`src/rtl/updn_counter.sv`:
```
// Up/down counter with parallel load, cascade carry, wrap-or-saturate at a
// programmable terminal count and a sticky overflow flag.
module updn_counter #(
  parameter int unsigned      WIDTH    = 8,
  parameter logic [WIDTH-1:0] MAX      = '1,
  parameter bit               SATURATE = 1'b0
) (
  input  logic             CLK,
  input  logic             RESET_N,
  input  logic             EN,
  input  logic             CI,
  input  logic             UP,
  input  logic             LOAD,
  input  logic [WIDTH-1:0] D,
  input  logic             CLR_OVF,
  output logic [WIDTH-1:0] Q,
  output logic             CO,
  output logic             OVF,
  output logic             ZERO
);

  localparam logic [WIDTH-1:0] ONE = WIDTH'(1);

  logic             step;
  logic             term;
  logic             at_max;
  logic             at_zero;
  logic [WIDTH-1:0] load_val;
  logic [WIDTH-1:0] q_next;

  assign step    = EN & CI & ~LOAD;
  assign at_max  = (Q == MAX);
  assign at_zero = (Q == '0);
  assign term    = UP ? at_max : at_zero;

  // CO is combinational so a cascaded stage advances on the same edge.
  assign CO   = step & term;
  assign ZERO = at_zero;

  // Loads above the terminal count are clamped so Q never exceeds MAX.
  assign load_val = (D > MAX) ? MAX : D;

  always_comb begin
    // NOTE: q_next gets a default before any branch so no path leaves it unassigned (no latch).
    q_next = Q;
    if (LOAD) begin
      q_next = load_val;
    end else if (step) begin
      if (!term) begin
        q_next = UP ? Q + ONE : Q - ONE;
      end else if (!SATURATE) begin
        q_next = UP ? '0 : MAX;
      end
    end
  end

  always_ff @(posedge CLK or negedge RESET_N) begin
    if (!RESET_N) begin
      Q   <= '0;
      OVF <= 1'b0;
    end else begin
      // NOTE: non-blocking assignments so every register samples pre-edge values.
      Q <= q_next;
      // A terminal step beats a simultaneous clear; LOAD never touches OVF.
      if (CO) begin
        OVF <= 1'b1;
      end else if (CLR_OVF) begin
        OVF <= 1'b0;
      end
    end
  end

endmodule

```
`config.mk`:
```
export PLATFORM = sky130hd
export DESIGN_NAME = updn_counter
export DESIGN_NICKNAME = d
export VERILOG_FILES = /design/src/rtl/updn_counter.sv
export SDC_FILE = /design/constraint.sdc
export NUM_CORES = 1
export LEC_CHECK = 0
export BUFFER_PORTS_ARGS = -buffer_cell sky130_fd_sc_hd__clkbuf_2
export CORE_MARGIN = 4
export CORE_UTILIZATION = 44
export CTS_CLUSTER_SIZE = 20
export DETAILED_ROUTE_END_ITERATION = 6
export HOLD_SLACK_MARGIN = 0.06
export PLACE_DENSITY = 0.71
export RECOVER_POWER = 100
export SLEW_MARGIN = 10
export SYNTH_ARGS = -nofsm -noshare
export SYNTH_HDL_FRONTEND = slang
export SYNTH_SLANG_ARGS = --single-unit
export TNS_END_PERCENT = 30
```
`constraint.sdc`:
```
create_clock -name CLK -period 2.2 [get_ports CLK]
set_input_delay 0.11 -clock CLK [delete_from_list [all_inputs] [get_ports CLK]]
set_output_delay 0.11 -clock CLK [all_outputs]
set_load 0.005 [all_outputs]
```
==> results.md, run 1 <==
Status:
- The flow ran to the end, and the final reports show no timing, DRC or antenna violations.

Min path:
- The tightest min-delay check is of the primary input to register type.
- The worst hold path begins at D[1].

Floorplan:
- The die is 51.1 um tall.
- The floorplan step defined a die boundary enclosing 0.00261 mm^2.
- The standard-cell row count is 15.
- The top-level port count is 26.
- The floorplan step defined a core boundary enclosing 0.00175 mm^2.
- The floorplan step set the die width to 51.1 um.
- The effective utilization at floorplan is 46.7%.

Logic synthesis:
- In the synthesized netlist, the number of instances is 100.
- Among all flip-flop cells after synthesis, the most frequent one is dfrtp_1.
- The netlist area before placement is 816 um^2.
- The synthesis-stage register bit count is 9.
- After synthesis, the mean cell area works out to 8.16 um^2.
- For this run, asynchronously set or reset flops after synthesis account for 100%.
- Yosys printed 0 warnings.
- In this run, synthesis inferred 0 flip-flops with an integrated enable.
- The number of nets in the synthesized netlist is 122.
- The fraction of the yosys area taken by sequential cells is 27.6%.
- The synthesized netlist contains 29 unique library cells.

Setup path:
- The startpoint class of the critical path is a register.
- The delay contributed by the slowest stage of the critical path is 0.57 ns.
- The type of the worst setup path is register to primary output.
- STA classifies the critical path endpoint as a primary output.
- The origin of the critical flop-to-flop path is Q[0].
- For the worst setup path, the data required time is 2.09 ns.
- The worst endpoint data arrival time is 2.00 ns.
- Traced cell by cell, the critical path runs through or4_4 > nor3_4 > nor2_2 > nor3_2 > clkbuf_2.
- The critical-path maximum fanout is 6.
- Tracing the worst setup path back leads to its startpoint at Q[5].
- The slowest library cell on the worst path is or4_4.

Power and ir drop:
- Summed over all cells, the static leakage comes to 0.478 nW.
- The part of the power in registers is 35.3%.
- The analysis attributes to net switching a power of 282 uW.
- The clock network power share is 19.8%.
- Net switching is 40.1% of the power.
- The power per cell area is 709 mW/mm^2.
- Combinational logic is responsible for 44.9% of the overall power.
- IR analysis of the VDD net gives a maximum drop of 375 uV.
- Cell internal power was estimated by the tool at 421 uW.
- The total design power is 702 uW.

Clock tree:
- The post-cts repair resize count is 0.
- Counting along the longest clock path gives a buffer depth of 2.
- In this run the number of H-tree levels came out at 1.
- The post-CTS repair timing setup buffer count is 0.
- The clock net sink count is 9.
- Clock-pin slew was measured on the worst setup and hold paths at 0.07 ns.
- At the later pin of the worst-skew pair, clock insertion delay measures 0.27 ns.
- TritonCTS built the clock tree.
- The count of hold buffers inserted by post-cts repair is 2.
- The number of clock buffers inserted by TritonCTS is 3.
- The clock tree root driver cell is clkbuf_4.

Timing:
- The normalized max-slew margin is 59.4%.
- The final critical delay including setup and external delays is 2.11 ns.
- The max-slew violation count is 0.
- Setup repair after global routing left no endpoint under its margin.
- Timing would allow up to 0.475 GHz.
- For the pin with the worst max-slew slack, the measured transition is 0.604 ns.
- The count of endpoints failing hold in the final timing report came to 0.
- The clock tree skew after final layout is 0.00256 ns.
- Of the available clock period, the critical path in the final layout requires 95.7%.
- The setup TNS is 0 ns.
- The number of failing setup endpoints in the final timing report is 0.

Cells and area:
- The ratio of cells with drive above 1 in the final layout is 21.9%.
- The final core utilization is 56.8%.
- The growth of design area from synthesis to finish is 21.5%.
- The count of nets after finishing is 151.
- Leaving out filler cells and counting taps, the final layout contains 153.
- The repair_antennas step left the layout with diodes totalling 0.

Drt:
- For this block, the routed nets add up to 2010 um of wire.
- The iteration-0 DRC count of the detailed router is 16.
- The detailed router placed 834 vias in this run.
- The number of optimization iterations in the first detailed-route pass is 4.
- The count of antenna-violating nets left after detailed routing is 0.
- After detailed routing, the number of remaining DRC violations is 0.
- The wire length per cell after detailed routing is 13.1 um.
- The mean number of vias per cell is 5.45.

GRT:
- Global routing finished with a remaining overflow of 0.
- The number of global-route vias before repair is 752.
- The wire length of the first global-routing pass is 3220 um.
- Global routing used 16.5% of the available tracks.
- Entering global routing, the biggest net connects 21 pins.
- The initial antenna violation count is 0.

Place:
- The HPWL after detailed placement is 1600 um.
- Buffers placed on the I/O ports in this run total 25.
- The placer congestion estimate is 0.852.
- The total instance count after detailed placement is 147.

Flow run:
- Max-cap violations in this run came to 0.
## synth_stat cells (all sizes together), types with 2 or more instances
cell	number	share of area, %
clkbuf	3	2.6
a21o	4	3.7
inv	3	1.4
xor2	4	4.3
ha	6	9.2
xnor2	4	4.3
nand2	10	4.6
nor2	16	7.7
or4	2	2.8
o21bai	2	1.8
nor3	4	4.4
dfrtp	9	28
o21ai	7	4.3
o211ai	2	1.8
a21oi	12	7.4
and2	2	1.5
a211oi	2	1.8
## cell usage in the layout (no fill, tap or decap), drive strengths merged, types with 2 or more instances in the layout
cell type and count:
clkbuf 29, nor2 16, a21oi 12, nand2 10, dfrtp 9, o21ai 7
ha 6, xor2 4, xnor2 4, a21o 4, nor3 4, inv 3
or4 2, a211oi 2, o211ai 2, and2 2, o21bai 2, dlygate4sd3 2
## metrics by stage
stage | area, um^2 | worst slack [ns] | hold WS [ns]
final | 991 | 0.0947 | 0.0722
after CTS | 997 | 0.0892 | 0.0687
after detailed placement | 951 | 0.335 | -0.00911
after global routing | 991 | 0.0315 | 0.0760
after global placement | 951 | 0.387 | -0.0130
after floorplan | 816 | 0.446 | -0.186
## state kept, by name (all words and copies together) (netlist names)
register  flops
Q             8
OVF           1
## metal layers
metal	up-vias	part of all wire [%]	track usage [%]
met5	-	0	0
li1	420	-	-
met3	5	6.4	2.62
met1	382	42	19.5
met4	0	1.9	8.07
met2	27	49	28.8
## logic make-up after synthesis
group           count (synthesis)  share of synthesized area [%]
simple gates                   37                           23.3
compound gates                 33                           24.8
flops                           9                           27.6
xor+xnor                        8                           8.59
fa+ha+maj                       7                           11.7
buf+inv                         6                           3.99
## critical path: cells and delay by family, from the launching register on
family / cells / cell delay (ns)
AND/OR/NAND/NOR: 4 / 1.13
flip-flops: 1 / 0.43
buffers and inverters: 1 / 0.14
## cell type report
class / instances / area, um^2
inverter: 3 / 11.3
sequential: 9 / 225
fill: 178 / 754
timing repair buffer: 27 / 139
clock buffer: 4 / 26.3
multi-input combinational: 85 / 558
tap: 25 / 31.3
## power groups by stage
stage	combinational (mW)	sequential (mW)	clock (mW)
2_1_floorplan	0.232	0.241	0
3_3_place_gp	0.313	0.250	0
3_5_place_dp	0.318	0.250	0
4_1_cts	0.323	0.247	0.141
5_1_grt	0.357	0.252	0.154
6_report	0.316	0.248	0.139
## path summary, 6_finish.rpt
check                           cells after the start    to  slack [ns]
worst max-delay path                                5    CO        0.09
worst min-delay path                                2  Q[1]        0.07
worst max register to register                      6  Q[6]        0.33
worst min register to register                      1   OVF        0.52
max in group asynchronous                           2  Q[2]        1.51
min in group asynchronous                           2  Q[5]        0.33
No activity file was read; power rests on OpenSTA's default activity.
==> inputs of run 2 (changes only) <==
--- a/config.mk
+++ b/config.mk
@@ -5,13 +5,14 @@
 export SDC_FILE = /design/constraint.sdc
 export NUM_CORES = 1
 export LEC_CHECK = 0
+export ABC_AREA = 1
 export BUFFER_PORTS_ARGS = -buffer_cell sky130_fd_sc_hd__clkbuf_2
 export CORE_MARGIN = 4
 export CORE_UTILIZATION = 44
 export CTS_CLUSTER_SIZE = 20
 export DETAILED_ROUTE_END_ITERATION = 6
 export HOLD_SLACK_MARGIN = 0.06
-export PLACE_DENSITY = 0.71
+export PLACE_DENSITY = 0.7
 export RECOVER_POWER = 100
 export SLEW_MARGIN = 10
 export SYNTH_ARGS = -nofsm -noshare
==> results.md, run 2 <==
Floorplan:
- The die boundary width is 51.7 um (was 51.1 um).
- The placeable core area is 0.00176 mm^2 (was 0.00175 mm^2).
- The standard-cell row count is 15 (unchanged).
- The die outline height came to 51.7 um (was 51.1 um).
- The effective utilization at floorplan is 47.6% (was 46.7%).
- The top-level port count is 26 (unchanged).
- The die outline area is 0.00267 mm^2 (was 0.00261 mm^2).

Logic synthesis:
- The flip-flop cell with the highest count after synthesis was dfrtp_1 (unchanged).
- The most instantiated library cell after synthesis is nand2_1 (was nor2_1).
- The synthesis-stage register bit count is 9 (unchanged).
- The gate count of the mapped netlist is 130 (was 100).
- The average footprint of a synthesized cell is 6.46 um^2 (was 8.16 um^2).
- The cell type with the largest total area after synthesis is dfrtp_1 (unchanged).
- The number of synthesized flops with an enable pin came to 0 (unchanged).
- The number of nets in the synthesized netlist is 152 (was 122).
- The area fraction of the dominant cell type after synthesis is 26.8% (was 27.6%).
- Cell types with the highest counts after synthesis: 41 x nand2_1, 21 x inv_1, 9 x dfrtp_1, 9 x nand3_1, 8 x nor2_1 (was 15 x nor2_1, 12 x a21oi_1, 10 x nand2_1, 9 x dfrtp_1, 7 x o21ai_0).
- The netlist area before placement came to 840 um^2 (was 816 um^2).
- The async set or reset register ratio after synthesis is 100% (unchanged).
- The number of warnings reported in the yosys synthesis log is 0 (unchanged).
- The number of distinct library cells after synthesis is 20 (was 29).
- Main area contributors after synthesis: dfrtp_1 27%, nand2_1 18%, inv_1 9.4% (was dfrtp_1 28%, ha_1 9.2%, a21oi_1 7.4%).
- The fraction of the yosys area taken by sequential cells came to 26.8% (was 27.6%).

Timing:
- The count of endpoints failing hold in the final timing report is 0 (unchanged).
- The fmax came to 0.599 GHz (was 0.475 GHz).
- The slew at the pin closest to its max-slew limit was 0.571 ns (was 0.604 ns).
- The max-slew violation count is 0 (unchanged).
- RSZ-0062 raised after global routing: false (unchanged).
- The clock tree skew after final layout is 0.00404 ns (was 0.00256 ns).
- The share of the cycle needed by the critical path after routing is 75.9% (was 95.7%).
- The setup TNS came to 0 ns (unchanged).
- The final critical delay including setup and external delays is 1.67 ns (was 2.11 ns).
- The number of failing setup endpoints in the final timing report is 0 (unchanged).
- The smallest setup slack after layout was 0.529 ns (was 0.0947 ns).
- The normalized max-slew margin is 62.0% (was 59.4%).

Cells and area:
- Commonest non-fill, non-tap cells in the layout: 43 x nand2_1, 21 x inv_1, 17 x clkbuf_2 (was 20 x clkbuf_2, 15 x nor2_1, 12 x a21oi_1).
- The final core utilization is 58.1% (was 56.8%).
- The multi-input combinational cell area is 520 um^2 (was 558 um^2).
- The growth of design area from synthesis to finish is 22.1% (was 21.5%).
- The largest register by flop count is Q (unchanged).
- The antenna cell count is 0 (unchanged).
- The count of non-filler cells in the finished layout is 186 (was 153).
- The count of nets after finishing is 184 (was 151).
- The number of flip-flops in the largest register is 8 (unchanged).
- The ratio of cells with drive above 1 in the final layout is 16.8% (was 21.9%).
- The final-layout fill cell count was 185 (was 178).
- Top Registers: Q (8), OVF (1) (unchanged).
- The most common cell after layout, fill and taps aside is nand2_1 (was clkbuf_2).
- The register area was 225 um^2 (unchanged).

Setup path:
- The delay contributed by the slowest stage of the critical path is 0.45 ns (was 0.57 ns).
- The element type at the critical path end was a primary output (unchanged).
- The reg2reg setup slack was 0.55 ns (was 0.33 ns).
- The startpoint class of the critical path was a register (unchanged).
- The critical-path maximum fanout is 5 (was 6).
- The worst endpoint data arrival time is 1.56 ns (was 2.00 ns).
- The number of cells on the worst reg-to-reg path came to 8 (was 6).
- The origin of the critical flop-to-flop path is Q[2] (was Q[0]).
- The slowest library cell on the worst path is dfrtp_1 (was or4_4).
- The worst reg2reg path endpoint is Q[7] (was Q[6]).
- The endpoint required time on the critical path is 2.09 ns (about the same).
- Critical Path, Cell by Cell: nor2_1 > nand2_1 > nor2_1 > nand2_2 > nand2_1 > nand3_1 > inv_1 > clkbuf_1 (was or4_4 > nor3_4 > nor2_2 > nor3_2 > clkbuf_2).
- The type of the worst setup path is register to primary output (unchanged).

GRT:
- The layer with the highest usage is met2 (unchanged).
- The largest net degree at the start of global routing is 11 (was 21).
- The total overflow reported by the global router came to 0 (unchanged).
- The met3 capacity usage during global routing is 2.01% (was 2.62%).
- The global-route track usage on met1 is 26.8% (was 19.5%).
- The wire length of the first global-routing pass is 3750 um (was 3220 um).
- The overall track demand over capacity in global routing was 19.0% (was 16.5%).
- The met2 track utilization from global routing is 28.6% (was 28.8%).
- The initial antenna violation count is 0 (unchanged).
- The number of global-route vias before repair is 816 (was 752).

Drt:
- The wire length per cell after detailed routing is 11.5 um (was 13.1 um).
- The number of optimization iterations in the first detailed-route pass is 4 (unchanged).
- The mean number of vias per cell is 4.85 (was 5.45).
- The total routed wirelength is 2140 um (was 2010 um).
- The via count is 902 (was 834).
- The count of antenna-violating nets left after detailed routing is 0 (unchanged).
- The iteration-0 DRC count of the detailed router is 11 (was 16).
- The detailed-route DRC error count is 0 (unchanged).

Clock tree:
- The number of clock buffers inserted by TritonCTS is 3 (unchanged).
- The post-cts repair resize count is 0 (unchanged).
- The CTS tree is yes (unchanged).
- The post-CTS repair timing setup buffer count is 0 (unchanged).
- The depth of the CTS H-tree was 1 (unchanged).
- The clock-pin transition on the worst setup and hold timing paths is 0.07 ns (about the same).
- The clock tree root driver cell is clkbuf_4 (unchanged).
- The clock net sink count is 9 (unchanged).
- The clock insertion delay at the later pin of the skew report came to 0.27 ns (about the same).
- The largest buffer count on any clock path is 2 (unchanged).
- The count of hold buffers inserted by post-cts repair came to 2 (unchanged).

Place:
- The total instance count after detailed placement was 180 (was 147).
- The detailed placer's ending HPWL came to 1760 um (was 1600 um).
- The placer congestion estimate is 0.903 (was 0.852).
- The minimum setup slack after placement is 0.515 ns (was 0.335 ns).
- The count of input and output buffers came to 25 (unchanged).

Min path:
- The worst min-delay path category is primary input to register (unchanged).
- The number of cells on the worst hold path is 3 (was 2).
- The worst min-delay path startpoint is D[2] (was D[1]).
- The hold path endpoint is Q[2] (was Q[1]).

Power and ir drop:
- The power per cell area was 724 mW/mm^2 (was 709 mW/mm^2).
- The maximum VDD drop is 512 uV (was 375 uV).
- The leakage power of the design is 0.595 nW (was 0.478 nW).

Flow run:
- The total of max-cap violations was 0 (unchanged).

Status:
- Status: finished clean (unchanged).
## run 2: cell types whose count changed in the layout (fill, tap and decap cells not counted), sizes merged, moves of 4 or more
cell,previous run,this run
nand2,10,44
o22ai,1,5
inv,3,22
a21oi,12,6
nor3,4,0
a21o,4,0
nor2,16,12
nand3,1,9
## run 2: layout make-up
| cell class | instances | area share [%] |
|---|---|---|
| Inverter | 23 | 8.42 |
| Sequential cell | 9 | 22.0 |
| Clock buffer | 4 | 2.56 |
| Timing Repair Buffer | 27 | 13.2 |
| Multi-Input combinational cell | 98 | 50.8 |
| Tap cell | 25 | 3.05 |
## run 2: how the worst max path moves through the flow
| stage | from | endpoint | slack, ns | depth (start not counted) |
|---|---|---|---|---|
| floorplan | Q[2] | Q[7] | 0.68 | 8 |
| global placement | UP | Q[5] | 0.54 | 10 |
| detailed placement | UP | Q[5] | 0.51 | 10 |
| CTS | Q[2] | Q[5] | 0.55 | 8 |
| global route | Q[1] | CO | 0.39 | 8 |
| finish | Q[7] | CO | 0.53 | 8 |
## run 2: per-stage QoR
step | cell area [um^2] | total power, mW | hold WS (ns)
3_5_place_dp | 996 | 0.614 | -0.00915
3_3_place_gp | 996 | 0.604 | -0.0139
4_1_cts | 1040 | 0.750 | 0.129
5_1_grt | 1020 | 0.820 | 0.141
6_report | 1020 | 0.741 | 0.126
2_1_floorplan | 840 | 0.501 | -0.186
## run 2: layer usage
metal  vias to the layer above  wire (um)  share of wire [%]
met4                         0         40                1.9
li1                        482          -                  -
met5                         -          0                  0
met3                         5         76                3.6
met1                       399        999                 47
met2                        16       1020                 48
## run 2: kinds of logic after synthesis
kind of cell,count (synthesis),synth area share [%]
AOI/OAI and AO/OA,17,11.2
xor gates and xnor gates,3,3.13
adders and majority gates,7,11.3
buffers and inverters,23,10.3
DFF,9,26.8
and+or+nand+nor,71,37.3
## run 2: power by group
part           internal, mW  switching, mW  total [mW]  leakage [nW]
combinational         0.158          0.201       0.359         0.472
sequential            0.196         0.0503       0.246         0.107
clock                0.0702         0.0658       0.136        0.0150
total                 0.425          0.317       0.741         0.595
## run 2: critical path, delay by kind of cell (launching register included)
kind	cells	cell delay (ns)
buffers and inverters	2	0.18
DFF	1	0.45
and+or+nand+nor	6	0.65
